## config.mk

```make
export PLATFORM = sky130hd
export DESIGN_NAME = mem_lsu
export DESIGN_NICKNAME = d
export VERILOG_FILES = /design/src/rtl/mem_lsu_pkg.sv /design/src/rtl/mem_lsu_lane.sv /design/src/rtl/mem_lsu.sv
export SDC_FILE = /design/constraint.sdc
export NUM_CORES = 1
export LEC_CHECK = 0
export CAP_MARGIN = 20
export CORE_ASPECT_RATIO = 1.5
export CORE_MARGIN = 1.5
export CORE_UTILIZATION = 48
export DETAILED_ROUTE_END_ITERATION = 6
export GPL_ROUTABILITY_DRIVEN = 0
export MAX_ROUTING_LAYER = met4
export PLACE_DENSITY = 0.82
export SETUP_SLACK_MARGIN = 0.2
export SLEW_MARGIN = 15
export SYNTH_ARGS = -nofsm -noshare
export SYNTH_HDL_FRONTEND = slang
export SYNTH_SLANG_ARGS = --single-unit
```

## constraint.sdc

```tcl
create_clock -name clk -period 7.8 [get_ports clk]
set_input_delay 1.17 -clock clk [delete_from_list [all_inputs] [get_ports clk]]
set_output_delay 1.17 -clock clk [all_outputs]
set_load 0.03 [all_outputs]
```

## src/rtl/mem_lsu_pkg.sv

```systemverilog
// Shared types and helpers for the MEM-stage load/store unit.
// Lanes are big-endian: the lowest byte address sits in the most significant byte.
package mem_lsu_pkg;

    typedef enum logic [2:0] {
        IDLE,
        LD_RD,
        LD_RSP,
        ST_RD,
        ST_WR,
        ERR
    } state_e;

    localparam logic [2:0] F3_B  = 3'b000;
    localparam logic [2:0] F3_H  = 3'b001;
    localparam logic [2:0] F3_W  = 3'b010;
    localparam logic [2:0] F3_D  = 3'b011;
    localparam logic [2:0] F3_BU = 3'b100;
    localparam logic [2:0] F3_HU = 3'b101;
    localparam logic [2:0] F3_WU = 3'b110;

    // Right-shift that moves a lane of 2**size bytes at byte offset off down to bit 0.
    // The result is 64 - 8*off - 8*2**size, taken modulo 64.
    function automatic logic [5:0] lane_shift(input logic [2:0] off, input logic [1:0] size);
        return 6'd0 - {off, 3'b000} - (6'd8 << size);
    endfunction

endpackage

```

## src/rtl/mem_lsu_lane.sv

```systemverilog
// Lane extract/insert for one 64-bit memory word. Loads yield the sign- or zero-extended
// lane; stores yield the word with the target lane replaced by the low bits of wdata_i.
module mem_lsu_lane
    import mem_lsu_pkg::*;
(
    input  logic [2:0]  funct3_i,
    input  logic [2:0]  off_i,
    input  logic [63:0] word_i,
    input  logic [63:0] wdata_i,
    output logic [63:0] load_o,
    output logic [63:0] store_o
);

    logic [5:0]  sh;
    logic [63:0] size_mask;
    logic [63:0] lane;
    logic        neg;

    always_comb begin
        sh = lane_shift(off_i, funct3_i[1:0]);
        case (funct3_i[1:0])
            2'd0:    size_mask = 64'h0000_0000_0000_00FF;
            2'd1:    size_mask = 64'h0000_0000_0000_FFFF;
            2'd2:    size_mask = 64'h0000_0000_FFFF_FFFF;
            default: size_mask = 64'hFFFF_FFFF_FFFF_FFFF;
        endcase
        lane = (word_i >> sh) & size_mask;
        // size_mask & ~(size_mask >> 1) isolates the lane MSB
        neg = !funct3_i[2] && |(lane & size_mask & ~(size_mask >> 1));
        load_o  = neg ? (lane | ~size_mask) : lane;
        store_o = (word_i & ~(size_mask << sh)) | ((wdata_i & size_mask) << sh);
    end

endmodule

```

## src/rtl/mem_lsu.sv

```systemverilog
// MEM-stage load/store unit: maps RV64 b/h/w/d accesses onto an 8-byte big-endian memory,
// doing read-modify-write for sub-word stores and rejecting bad requests before memory.
module mem_lsu
    import mem_lsu_pkg::*;
#(
    parameter int MEM_BYTES = 1024
) (
    input  logic        clk,
    input  logic        reset,
    input  logic        req_valid,
    output logic        req_ready,
    input  logic        req_write,
    input  logic [2:0]  req_funct3,
    input  logic [63:0] req_addr,
    input  logic [63:0] req_wdata,
    output logic        resp_valid,
    output logic        resp_err,
    output logic [63:0] resp_rdata,
    output logic [63:0] dm_address,
    output logic [63:0] dm_write_data,
    output logic        dm_MemRead,
    output logic        dm_MemWrite,
    input  logic [63:0] dm_read_data
);

    state_e      state_q, state_d;
    logic        write_q;
    logic [2:0]  f3_q;
    logic [63:0] addr_q, wdata_q;
    logic        resp_valid_q, resp_valid_d;
    logic        resp_err_q, resp_err_d;
    logic [63:0] resp_rdata_q, resp_rdata_d;
    logic        accept, misaligned, req_err;
    logic [63:0] ld_val, st_word;

    assign req_ready = (state_q == IDLE);
    assign accept    = req_valid && req_ready;

    always_comb begin
        case (req_funct3[1:0])
            2'd1:    misaligned = req_addr[0];
            2'd2:    misaligned = |req_addr[1:0];
            2'd3:    misaligned = |req_addr[2:0];
            default: misaligned = 1'b0;
        endcase
    end

    // Compare the base against MEM_BYTES-8 rather than base+8 so huge addresses cannot wrap.
    assign req_err = (req_funct3 == 3'b111) || (req_write && req_funct3[2]) || misaligned ||
                     ({req_addr[63:3], 3'b000} > 64'(MEM_BYTES - 8));

    always_comb begin
        state_d      = state_q;
        resp_valid_d = 1'b0;
        resp_err_d   = 1'b0;
        resp_rdata_d = '0;
        case (state_q)
            IDLE: begin
                if (accept) begin
                    if (req_err)                    state_d = ERR;
                    else if (!req_write)            state_d = LD_RD;
                    else if (req_funct3 == F3_D)    state_d = ST_WR;
                    else                            state_d = ST_RD;
                end
            end
            LD_RD:  state_d = LD_RSP;
            LD_RSP: begin
                resp_valid_d = 1'b1;
                resp_rdata_d = ld_val;
                state_d      = IDLE;
            end
            ST_RD:  state_d = ST_WR;
            ST_WR: begin
                resp_valid_d = 1'b1;
                state_d      = IDLE;
            end
            ERR: begin
                resp_valid_d = 1'b1;
                resp_err_d   = 1'b1;
                state_d      = IDLE;
            end
            default: state_d = IDLE;
        endcase
    end

    always_ff @(posedge clk or posedge reset) begin
        if (reset) begin
            state_q      <= IDLE;
            resp_valid_q <= 1'b0;
            resp_err_q   <= 1'b0;
            resp_rdata_q <= '0;
            write_q      <= 1'b0;
            f3_q         <= '0;
            addr_q       <= '0;
            wdata_q      <= '0;
        end else begin
            state_q      <= state_d;
            resp_valid_q <= resp_valid_d;
            resp_err_q   <= resp_err_d;
            resp_rdata_q <= resp_rdata_d;
            if (accept) begin
                write_q <= req_write;
                f3_q    <= req_funct3;
                addr_q  <= req_addr;
                wdata_q <= req_wdata;
            end
        end
    end

    assign resp_valid = resp_valid_q;
    assign resp_err   = resp_err_q;
    assign resp_rdata = resp_rdata_q;

    // In ST_WR the memory still presents the word fetched in ST_RD; for sd the full-width
    // mask makes the merge return req_wdata regardless of dm_read_data.
    mem_lsu_lane u_lane (
        .funct3_i (f3_q),
        .off_i    (addr_q[2:0]),
        .word_i   (dm_read_data),
        .wdata_i  (wdata_q),
        .load_o   (ld_val),
        .store_o  (st_word)
    );

    always_comb begin
        dm_address    = '0;
        dm_write_data = '0;
        dm_MemRead    = 1'b0;
        dm_MemWrite   = 1'b0;
        if (state_q inside {LD_RD, LD_RSP, ST_RD, ST_WR}) dm_address = {addr_q[63:3], 3'b000};
        if (state_q == LD_RD || state_q == ST_RD) dm_MemRead = 1'b1;
        if (state_q == ST_WR && write_q) begin
            dm_MemWrite   = 1'b1;
            dm_write_data = st_word;
        end
    end

endmodule

```

== Word level (Yosys, flattened, before mapping) ==
Index checks and enable logic that the tools add are counted.
Storage, ports and cells
  bits in registers: 201
  input bits: 199
  output and inout port bits: 197
Cells by class
  $add $sub $neg: 2
  order comparisons: 1
  equal/unequal tests: 13
  shift-type cells: 4
  muxes and demuxes: 15
  bitwise operators: 10
  reductions and logical operators: 16
Operators by type and width (count)
  $and A64 B64 Y64: 5
  $mux W64: 4
  $pmux W64 S3: 1
  $not A64 Y64: 2
  $or A64 B64 Y64: 2
  $shl A64 B6 Y64: 2
  $gt A64 B10 Y1 const B: 1
  $not A63 Y64: 1
  $reduce_or A64 Y1: 1
  $shr A64 B6 Y64: 1
  $mux W3: 4
  $eq A3 B2 Y1 const B: 3
  $eq A3 B3 Y1 const B: 3
  $pmux W3 S3: 1
  $eq A2 B2 Y1 const B: 3
  $reduce_or A3 Y1: 2
  $shl A4 B2 Y6 const A: 1
  $sub A1 B6 Y6 const A: 1
  $sub A6 B6 Y6: 1
  $eq A2 B1 Y1 const B: 2
  $logic_and A1 B1 Y1: 4
  $logic_or A1 B1 Y1: 4
  $mux W1: 4
  $reduce_bool A4 Y1: 1
  other kinds (7): 7

== Logic depth before layout (Yosys ltp) ==
Gate-level depths: netlist of run 1.
  word-level depth: 10
  mapped depth: 15
  depth with buffers taken out: 9

== By module ==
A second synthesis of run 1 with hierarchy kept.
Second synthesis, totals
  cell total of the unflattened synthesis: 1367
  area total of the unflattened synthesis: 13545.5 um2
Modules (own cells, without submodules)
  mem_lsu: times used 1, cells each 608, area an instance 8584.5 um2
  mem_lsu_lane: times used 1, cells each 759, area an instance 4961.0 um2

== Worst setup path after synthesis of run 1 ==
OpenSTA, ideal clock, no wires.
  kind: reg2out
  start: reg f3_q[1]
  end: out dm_write_data[48]
  data arrival time: 3.976 ns
  data required time: 6.630 ns
  path slack: 2.654 ns
  stages on the path, launching flop included: 16
  buffers on the path: 7
  path through: dfrtp_1 clkbuf_1 inv_2 buf_1 clkbuf_1 nand2_1 ha_1 ha_1 buf_2 clkbuf_1 buf_2 clkbuf_1 nand2_1 o32ai_1 nand2_1 a31oi_1
On the way
  word-level cells in the longest chain between the ends: 7
RTL lines
  start, declared: line mem_lsu.sv:28  | logic [2:0] f3_q;
  start signal, assigned: line mem_lsu.sv:103  | f3_q <= req_funct3;
  $shl A4 B2 Y6 (tied with other cells): line mem_lsu_pkg.sv:25  | return 6'd0 - {off, 3'b000} - (6'd8 << size);
  $sub A6 B6 Y6 or $pmux W64 S3 (tied branches): line mem_lsu_pkg.sv:25, mem_lsu_lane.sv:21
  $shl A64 B6 Y64: line mem_lsu_lane.sv:31  | store_o = (word_i & ~(size_mask << sh)) | ((wdata_i & size_mask) << sh);
  $not A64 Y64: line mem_lsu_lane.sv:31
  $and A64 B64 Y64: line mem_lsu_lane.sv:31
  $or A64 B64 Y64 *: line mem_lsu_lane.sv:31
  $mux W64 *: line mem_lsu.sv:132  | if (state_q == ST_WR && write_q) begin
  end, declared: line mem_lsu.sv:20  | output logic [63:0] dm_write_data,
Mark *: on every way between the ends. The rest lies on a longest branch, timed or not.

== Worst setup path after layout of run 1 ==
  start: reg f3_q[1]
  end: out dm_write_data[21]
Same word-level chain as after synthesis.

==> metrics.yaml, run 1 <==
cells_and_area:
  drive_above_1_share_pct: 18.5
  final_util_pct: 67.2
  nNetsFinal: 1733
  synthToLayoutAreaGrowth_pct: 38.4
  final_common_cell: "clkdlybuf4s50_1"
  mostFrequentLayoutCells: "clkdlybuf4s50_1, dfrtp_1, mux2_2"
die:
  start_util_pct: 48.6
  core_area_sq_um: 25700
  core.rowCount: 72
  die-area_sq_um: 27000
  io_pins: 396
  die_w_um: 135
  die_y_um: 200
routing:
  wl_per_cell_um: 25.4
  vias: 12100
  drt-initial-drc-count: 2076
  ant_nets: 0
  first_pass_iters: 7
  viasPerCell: 6.43
  drt-total-wl_um: 47700
  drc: 0
sta:
  period_needed_ns: 6.94
  finalClockSkew_ns: 0.0223
  tightest_slew_ns: 1.16
  max-slew-margin-rel_pct: 22.4
  finalCritPeriodShare_pct: 89.0
  tns_ns: 0
  setup_violations: 0
  fmax_mhz: 144
  maxSlewViolCount: 0
  hold_violations: 0
  rsz0062_at_grt: "false"
cts:
  clk_pin_slew_ns: 0.07
  post_cts_buffers: 0
  numCtsBuffers: 21
  tritoncts: "built"
  cts_root_buf: "clkbuf_16"
  htreeDepth: 1
  clockBufferDepth: 3
  clock_sinks: 201
  insertion_delay_ns: 0.53
  cts_resized: 0
  cts_hold_buf: 0
setup_path:
  max_stage_delay_ns: 0.94
  reg2reg_from: "f3_q[1]"
  setup.worst_path.end_class: "output pin"
  critPathLaunch: "f3_q[1]"
  cp_data_arrival_time_ns: 5.77
  cp_max_fo: 59
  crit_slowest_cell: "xnor3_2"
  critPathTopFamily: "buffers and inverters"
  critPathBufInv: 2
  path_cells: "inv_2, nand2_1, ha_4, ha_4, nor2_1, xnor3_2, o21ai_1, a2bb2oi_1, nor2_1, clkdlybuf4s50_1"
  cp_data_required_time_ns: 6.63
  crit_type: "register to output pin"
  worst_setup_path_start_kind: "register"
synthesis:
  synth_cell_type_count: 64
  synth_edf_count: 0
  synthArstFlopShare_pct: 100
  ys_warn_count: 0
  synth_seq_cells: 201
  ys_seq_area_share_pct: 40.3
  syn_inst: 1204
  ys_dominant_reg_cell: "dfrtp_1"
  synth_area_per_cell_sq_um: 10.4
  post_synth_instance_area_sq_um: 12500
global_route:
  overflow: 0
  grt_max_degree: 136
  grt_usage_pct: 36.2
  grt_pass1_vias: 12000
  antenna_found_initial: 2
  grt_pass1_wl_um: 72100
hold_path:
  min_from: "addr_q[44]"
  hold_class: "register to register"
place:
  io_buffers: 392
  place_hpwl_um: 35200
outcome:
  status: "completed"
flow_run:
  timing.max_cap.violations: 0
## sequential cells by signal (all words and copies together), names as in the netlist
| name | count |
|---|---|
| addr_q | 64 |
| f3_q | 3 |
| resp_err | 1 |
| resp_rdata | 64 |
| resp_valid | 1 |
| state_q | 3 |
| wdata_q | 64 |
| write_q | 1 |
## synthesized netlist by cell type (10+ instances only)
library cell	number	share of area [%]
a21oi_1	70	2.8
dfrtp_1	201	40
mux4_2	38	6.9
and3_1	18	0.90
o21ai_2	26	1.8
a32oi_1	14	0.98
o21ai_0	31	1.2
inv_1	10	0.30
a22o_1	11	0.77
nor2_1	51	1.5
a31oi_1	30	1.5
mux2i_1	47	3.8
clkbuf_1	74	2.2
nand2_1	140	4.2
and2_1	68	3.4
mux2_2	154	14
nand3_1	30	1.2
buf_2	18	0.72
a22oi_1	26	1.6
nor4_1	15	0.75
## through the flow
step	setup slack, ns	instances	area, sq um	hold slack, ns
floorplan	1.15	1206	12500	0.472
global placement	1.74	1838	16500	0.483
detailed placement	1.65	1839	16500	0.487
CTS	1.09	1876	17200	0.502
global route	0.720	1879	17300	0.515
finish	0.857	1879	17300	0.499
## routing by layer
| layer | GRT usage (%) | part of all wire [%] |
|---|---|---|
| met4 | 21.2 | 7.8 |
| met2 | 56.1 | 47 |
| met5 | - | 0 |
| met1 | 42.7 | 33 |
| met3 | 8.94 | 12 |
## kinds of logic after synthesis
logic type / after synthesis / synth area share (%)
AO/OA/AOI/OAI: 279 / 15.6
XOR/XNOR: 9 / 1.30
adder cells (fa/ha/maj): 4 / 0.401
buffers and inverters: 119 / 4.15
flip-flops: 201 / 40.3
multiplexers: 239 / 24.5
other: 1 / 0.0301
AND/OR/NAND/NOR: 352 / 13.6
## worst paths after layout
| check | endpoint | slack (ns) | cells after the start |
|---|---|---|---|
| worst max-delay path | dm_write_data[21] | 0.86 | 10 |
| worst min-delay path | addr_q[44] | 0.50 | 1 |
| worst max register to register | resp_rdata[63] | 2.83 | 11 |
| worst min register to register | addr_q[44] | 0.50 | 1 |
| max in group asynchronous | wdata_q[47] | 5.15 | 3 |
| min in group asynchronous | addr_q[6] | 1.22 | 2 |
## layout make-up
cell class                      instances  area, sq um
Clock inverter                         13          166
Antenna cell                            2         5.00
Timing Repair Buffer                  409         4060
Clock buffer                           24          547
Fill cell                            1967         8410
Multi-Input combinational cell        886         6980
Sequential cell                       201         5030
Inverter                               11         48.8
Tap cell                              333          417
Power of run 1 is left out: the tool's default activity adds up to more than one toggle a clock period on the data nets, which glitch-free logic cannot reach.
==> run 2, diff against run 1 <==
--- a/config.mk
+++ b/config.mk
@@ -6,13 +6,13 @@
 export NUM_CORES = 1
 export LEC_CHECK = 0
 export CAP_MARGIN = 20
-export CORE_ASPECT_RATIO = 1.5
+export CORE_ASPECT_RATIO = 1.4
 export CORE_MARGIN = 1.5
-export CORE_UTILIZATION = 48
+export CORE_UTILIZATION = 51
 export DETAILED_ROUTE_END_ITERATION = 6
 export GPL_ROUTABILITY_DRIVEN = 0
 export MAX_ROUTING_LAYER = met4
-export PLACE_DENSITY = 0.82
+export PLACE_DENSITY = 0.87
 export SETUP_SLACK_MARGIN = 0.2
 export SLEW_MARGIN = 15
 export SYNTH_ARGS = -nofsm -noshare
==> constraint.sdc (replaced) <==
create_clock -name clk -period 8.4 [get_ports clk]
set_input_delay 1.26 -clock clk [delete_from_list [all_inputs] [get_ports clk]]
set_output_delay 1.26 -clock clk [all_outputs]
set_load 0.03 [all_outputs]
==> metrics.yaml, run 2 (synthesis gave the netlist of run 1 again) <==
setup_path:
  critPathLaunch: "f3_q[1]"
  cp_max_fo: 47  # -20%
  setup.worst_path.end_class: "output pin"
  reg2reg_from: "f3_q[1]"
  cp_data_arrival_time_ns: 5.59  # -0.18 ns
  worst_setup_path_start_kind: "register"
  crit_type: "register to output pin"
  cp_data_required_time_ns: 7.14  # +0.51 ns
global_route:
  grt_pass1_vias: 11900  # -0.57%
  grt_pass1_wl_um: 71800  # -0.52%
  overflow: 0  # unchanged
  grt_max_degree: 127  # -6.6%
  grt_usage_pct: 38.7  # +2.5 points
  antenna_found_initial: 5  # +3
sta:
  tns_ns: 0  # unchanged
  finalCritPeriodShare_pct: 81.6
  finalClockSkew_ns: 0.0402  # +0.0179 ns
  holdWs_ns: 0.499  # -0.000637 ns
  fmax_mhz: 146
  hold_violations: 0  # unchanged
  setup_violations: 0  # unchanged
  max-slew-margin-rel_pct: 25.4  # +3.0 points
  period_needed_ns: 6.85
  maxSlewViolCount: 0  # unchanged
  rsz0062_at_grt: "false"
  tightest_slew_ns: 1.11  # -0.0443 ns
routing:
  ant_nets: 0  # unchanged
  drt-total-wl_um: 48100  # +0.90%
  first_pass_iters: 6  # -1
  vias: 12200  # +1.0%
  wl_per_cell_um: 26.0  # +2.3%
  viasPerCell: 6.58  # +2.4%
  drc: 0  # unchanged
  drt-initial-drc-count: 2138  # +3.0%
die:
  die-area_sq_um: 25400  # -5.8%
  start_util_pct: 52.0  # +3.4 points
  die_w_um: 135  # +0.41%
  core_area_sq_um: 24000  # -6.6%
  core.rowCount: 67  # -6.9%
  io_pins: 396  # unchanged
  die_y_um: 188  # -6.2%
hold_path:
  hold_class: "register to register"
  min_from: "addr_q[58]"
cells_and_area:
  mostFrequentLayoutCells: "clkdlybuf4s50_1, dfrtp_1, mux2_2"
  nNetsFinal: 1731  # -0.12%
  drive_above_1_share_pct: 18.3  # -0.20 points
  synthToLayoutAreaGrowth_pct: 38.1
  final_common_cell: "clkdlybuf4s50_1"
flow_run:
  timing.max_cap.violations: 0  # unchanged
place:
  io_buffers: 392  # unchanged
  place_hpwl_um: 34800  # -1.1%
cts:
  clk_pin_slew_ns: 0.08  # about the same
  cts_root_buf: "clkbuf_16"
  post_cts_buffers: 0  # unchanged
  clockBufferDepth: 3  # unchanged
  tritoncts: "built"
  insertion_delay_ns: 0.52  # about the same
  htreeDepth: 1  # unchanged
  clock_sinks: 201  # unchanged
  cts_hold_buf: 0  # unchanged
  numCtsBuffers: 20  # -4.8%
  cts_resized: 0  # unchanged
outcome:
  status: "completed"
==> run 2: changes by cell type in the layout (fill, tap and decap cells not counted), sizes merged <==
cell	previous run	this run
clkinvlp	3	1
diode	2	5
inv	13	11
clkinv	5	3
bufinv	3	4
clkbuf	24	25
clkdlybuf4s15	1	0
==> run 2: final timing paths <==
path | to | slack [ns] | cells past startpoint
max in group asynchronous | resp_rdata[51] | 5.49 | 3
setup reg to reg | resp_rdata[34] | 3.41 | 11
hold / removal | addr_q[58] | 0.50 | 1
hold reg to reg | addr_q[58] | 0.50 | 1
setup / recovery | dm_write_data[41] | 1.55 | 11
min in group asynchronous | f3_q[1] | 1.31 | 2
==> run 2: layer usage <==
metal | share of wire [%] | track usage, %
met2 | 46 | 57.2
met1 | 35 | 47.3
met4 | 7.3 | 25.3
met3 | 12 | 9.06
met5 | 0 | -
==> run 2: stage by stage <==
| stage | cell area [sq um] | util [%] | worst slack, ns | cells |
|---|---|---|---|---|
| floorplan | 12500 | - | 1.66 | 1206 |
| global placement | 16500 | 68.8 | 2.41 | 1815 |
| detailed placement | 16500 | 68.8 | 2.29 | 1815 |
| CTS | 17200 | 71.7 | 1.72 | 1848 |
| global route | 17200 | 71.8 | 1.39 | 1854 |
| finish | 17200 | 71.8 | 1.55 | 1854 |
==> run 2: critical path: stages (launching register included) <==
cell and delay (ns):
dfrtp_1 0.39, inv_2 0.52, nand2_1 0.41, ha_4 0.28, ha_4 0.56, nor2_1 0.17
xnor3_2 0.86, buf_4 0.59, nand3_1 0.15, a21oi_1 0.22, a221o_1 0.18, clkdlybuf4s50_1 0.68
==> run 2: area by class of cell <==
type	instances	area, sq um
antenna	5	12.5
clock buffer	25	561
clock inverter	8	143
fill	1729	6750
inverter	11	48.8
multi-input combinational	886	6990
sequential	201	5030
tap	310	388
timing repair buffer	408	4050
Power of run 2 is left out for the same reason.
==> run 3, diff against run 2 <==
--- a/config.mk
+++ b/config.mk
@@ -8,11 +8,11 @@
 export CAP_MARGIN = 20
 export CORE_ASPECT_RATIO = 1.4
 export CORE_MARGIN = 1.5
-export CORE_UTILIZATION = 51
+export CORE_UTILIZATION = 43
 export DETAILED_ROUTE_END_ITERATION = 6
 export GPL_ROUTABILITY_DRIVEN = 0
 export MAX_ROUTING_LAYER = met4
-export PLACE_DENSITY = 0.87
+export PLACE_DENSITY = 0.78
 export SETUP_SLACK_MARGIN = 0.2
 export SLEW_MARGIN = 15
 export SYNTH_ARGS = -nofsm -noshare
==> constraint.sdc (replaced) <==
create_clock -name clk -period 6.1 [get_ports clk]
set_input_delay 0.915 -clock clk [delete_from_list [all_inputs] [get_ports clk]]
set_output_delay 0.915 -clock clk [all_outputs]
set_load 0.03 [all_outputs]
==> metrics.yaml, run 3 (synthesis gave the netlist of run 1 again) <==
outcome:
  status: "completed"
cts:
  post_cts_buffers: 0  # unchanged
  numCtsBuffers: 21  # +5.0%
  cts_hold_buf: 0  # unchanged
  clk_pin_slew_ns: 0.07  # about the same
  insertion_delay_ns: 0.52  # about the same
  cts_root_buf: "clkbuf_16"
  clockBufferDepth: 3  # unchanged
  clock_sinks: 201  # unchanged
  cts_resized: 0  # unchanged
  tritoncts: "built"
  htreeDepth: 1  # unchanged
sta:
  finalClockSkew_ns: 0.0247  # -0.0156 ns
  max-slew-margin-rel_pct: 22.8  # -2.5 points
  hold_violations: 0  # unchanged
  fmax_mhz: 179
  setup_violations: 0  # unchanged
  tightest_slew_ns: 1.15  # +0.0379 ns
  period_needed_ns: 5.59
  tns_ns: 0  # unchanged
  rsz0062_at_grt: "false"
  finalCritPeriodShare_pct: 91.6
  maxSlewViolCount: 0  # unchanged
routing:
  wl_per_cell_um: 25.1  # -3.4%
  drt-initial-drc-count: 1854  # -13%
  viasPerCell: 6.24  # -5.2%
  first_pass_iters: 6  # unchanged
  drc: 0  # unchanged
  ant_nets: 0  # unchanged
  drt-total-wl_um: 48200  # +0.13%
  vias: 12000  # -1.8%
die:
  core.rowCount: 73  # +9.0%
  die_w_um: 147  # +8.7%
  core_area_sq_um: 28500  # +19%
  die_y_um: 205  # +8.8%
  die-area_sq_um: 30100  # +18%
  io_pins: 396  # unchanged
  start_util_pct: 43.8  # -8.3 points
hold_path:
  min_from: "addr_q[41]"
  holdPathStages: 1  # unchanged
  hold_class: "register to register"
  hold_end: "addr_q[41]"
setup_path:
  cp_max_fo: 55  # +17%
  rrSetupSlack_ns: 1.56  # -1.85 ns
  worst_setup_path_start_kind: "register"
  reg2reg_to: "resp_rdata[49]"
  r2r_cells: 12  # +1
  setup.worst_path.end_class: "output pin"
  cp_data_arrival_time_ns: 4.67  # -0.92 ns
  crit_type: "register to output pin"
  reg2reg_from: "f3_q[1]"
  cp_data_required_time_ns: 5.18  # -1.96 ns
global_route:
  antenna_found_initial: 0  # -5
  grt_pass1_wl_um: 71600  # -0.21%
  grt_usage_pct: 32.1  # -6.6 points
  grt_max_degree: 121  # -4.7%
  overflow: 0  # unchanged
  grt_pass1_vias: 11700  # -1.4%
cells_and_area:
  synthToLayoutAreaGrowth_pct: 40.3
  final_common_cell: "clkdlybuf4s50_1"
  nNetsFinal: 1736  # +0.29%
  drive_above_1_share_pct: 21.9  # +3.6 points
  fillers: 2315  # +34%
  mostFrequentLayoutCells: "clkdlybuf4s50_1, dfrtp_1, mux2_2"
  antennaDiodeCount: 0  # -5
  final_util_pct: 61.4  # -10 points
place:
  io_buffers: 392  # unchanged
  place_hpwl_um: 35600  # +2.4%
flow_run:
  timing.max_cap.violations: 0  # unchanged
-- run 3: layout make-up --
type	instances	area [sq um]	area share, %
clock inverter	13	131	0.751
clock buffer	24	557	3.18
tap	375	469	2.68
timing repair buffer	412	4270	24.4
multi-input combinational	886	7000	40.0
sequential	201	5030	28.7
inverter	11	45.0	0.257
-- run 3: routing by layer --
metal / share of wire (%) / routed length (um) / global-route usage (%)
met5: 0 / 0 / -
met4: 6.6 / 3180 / 17.1
met3: 11 / 5530 / 7.77
met2: 46 / 22400 / 49.6
met1: 36 / 17100 / 39.0
-- run 3: critical path: stages, from the launching register on --
cell     delay (ns)
dfrtp_1        0.39
inv_2          0.11
buf_4          0.38
nand2_1        0.11
ha_1           0.33
ha_4           0.53
nor2_1         0.16
xnor3_2        0.46
buf_4          0.32
buf_4          0.53
nand2_1        0.10
a31oi_1        0.50
buf_12         0.19
-- run 3: worst max-delay path by stage --
stage / from / depth (start not counted) / end / slack (ns)
2_1_floorplan: f3_q[1] / 15 / dm_write_data[48] / 1.21
3_3_place_gp: f3_q[1] / 12 / dm_write_data[32] / 1.00
3_5_place_dp: f3_q[1] / 12 / dm_write_data[51] / 1.07
4_1_cts: f3_q[1] / 12 / dm_write_data[51] / 0.50
5_1_grt: f3_q[1] / 12 / dm_write_data[48] / 0.37
6_report: f3_q[1] / 12 / dm_write_data[48] / 0.51
-- run 3: metrics by stage --
step                      cell area, sq um  hold slack (ns)  setup WS, ns  instances
final                                17500            0.497         0.514       1922
after detailed placement             16800            0.488          1.07       1884
after CTS                            17500            0.502         0.496       1921
after global placement               16800            0.482          1.00       1883
after floorplan                      12500            0.472          1.21       1206
after global routing                 17500            0.506         0.366       1922
Power of run 3 is left out for the same reason.
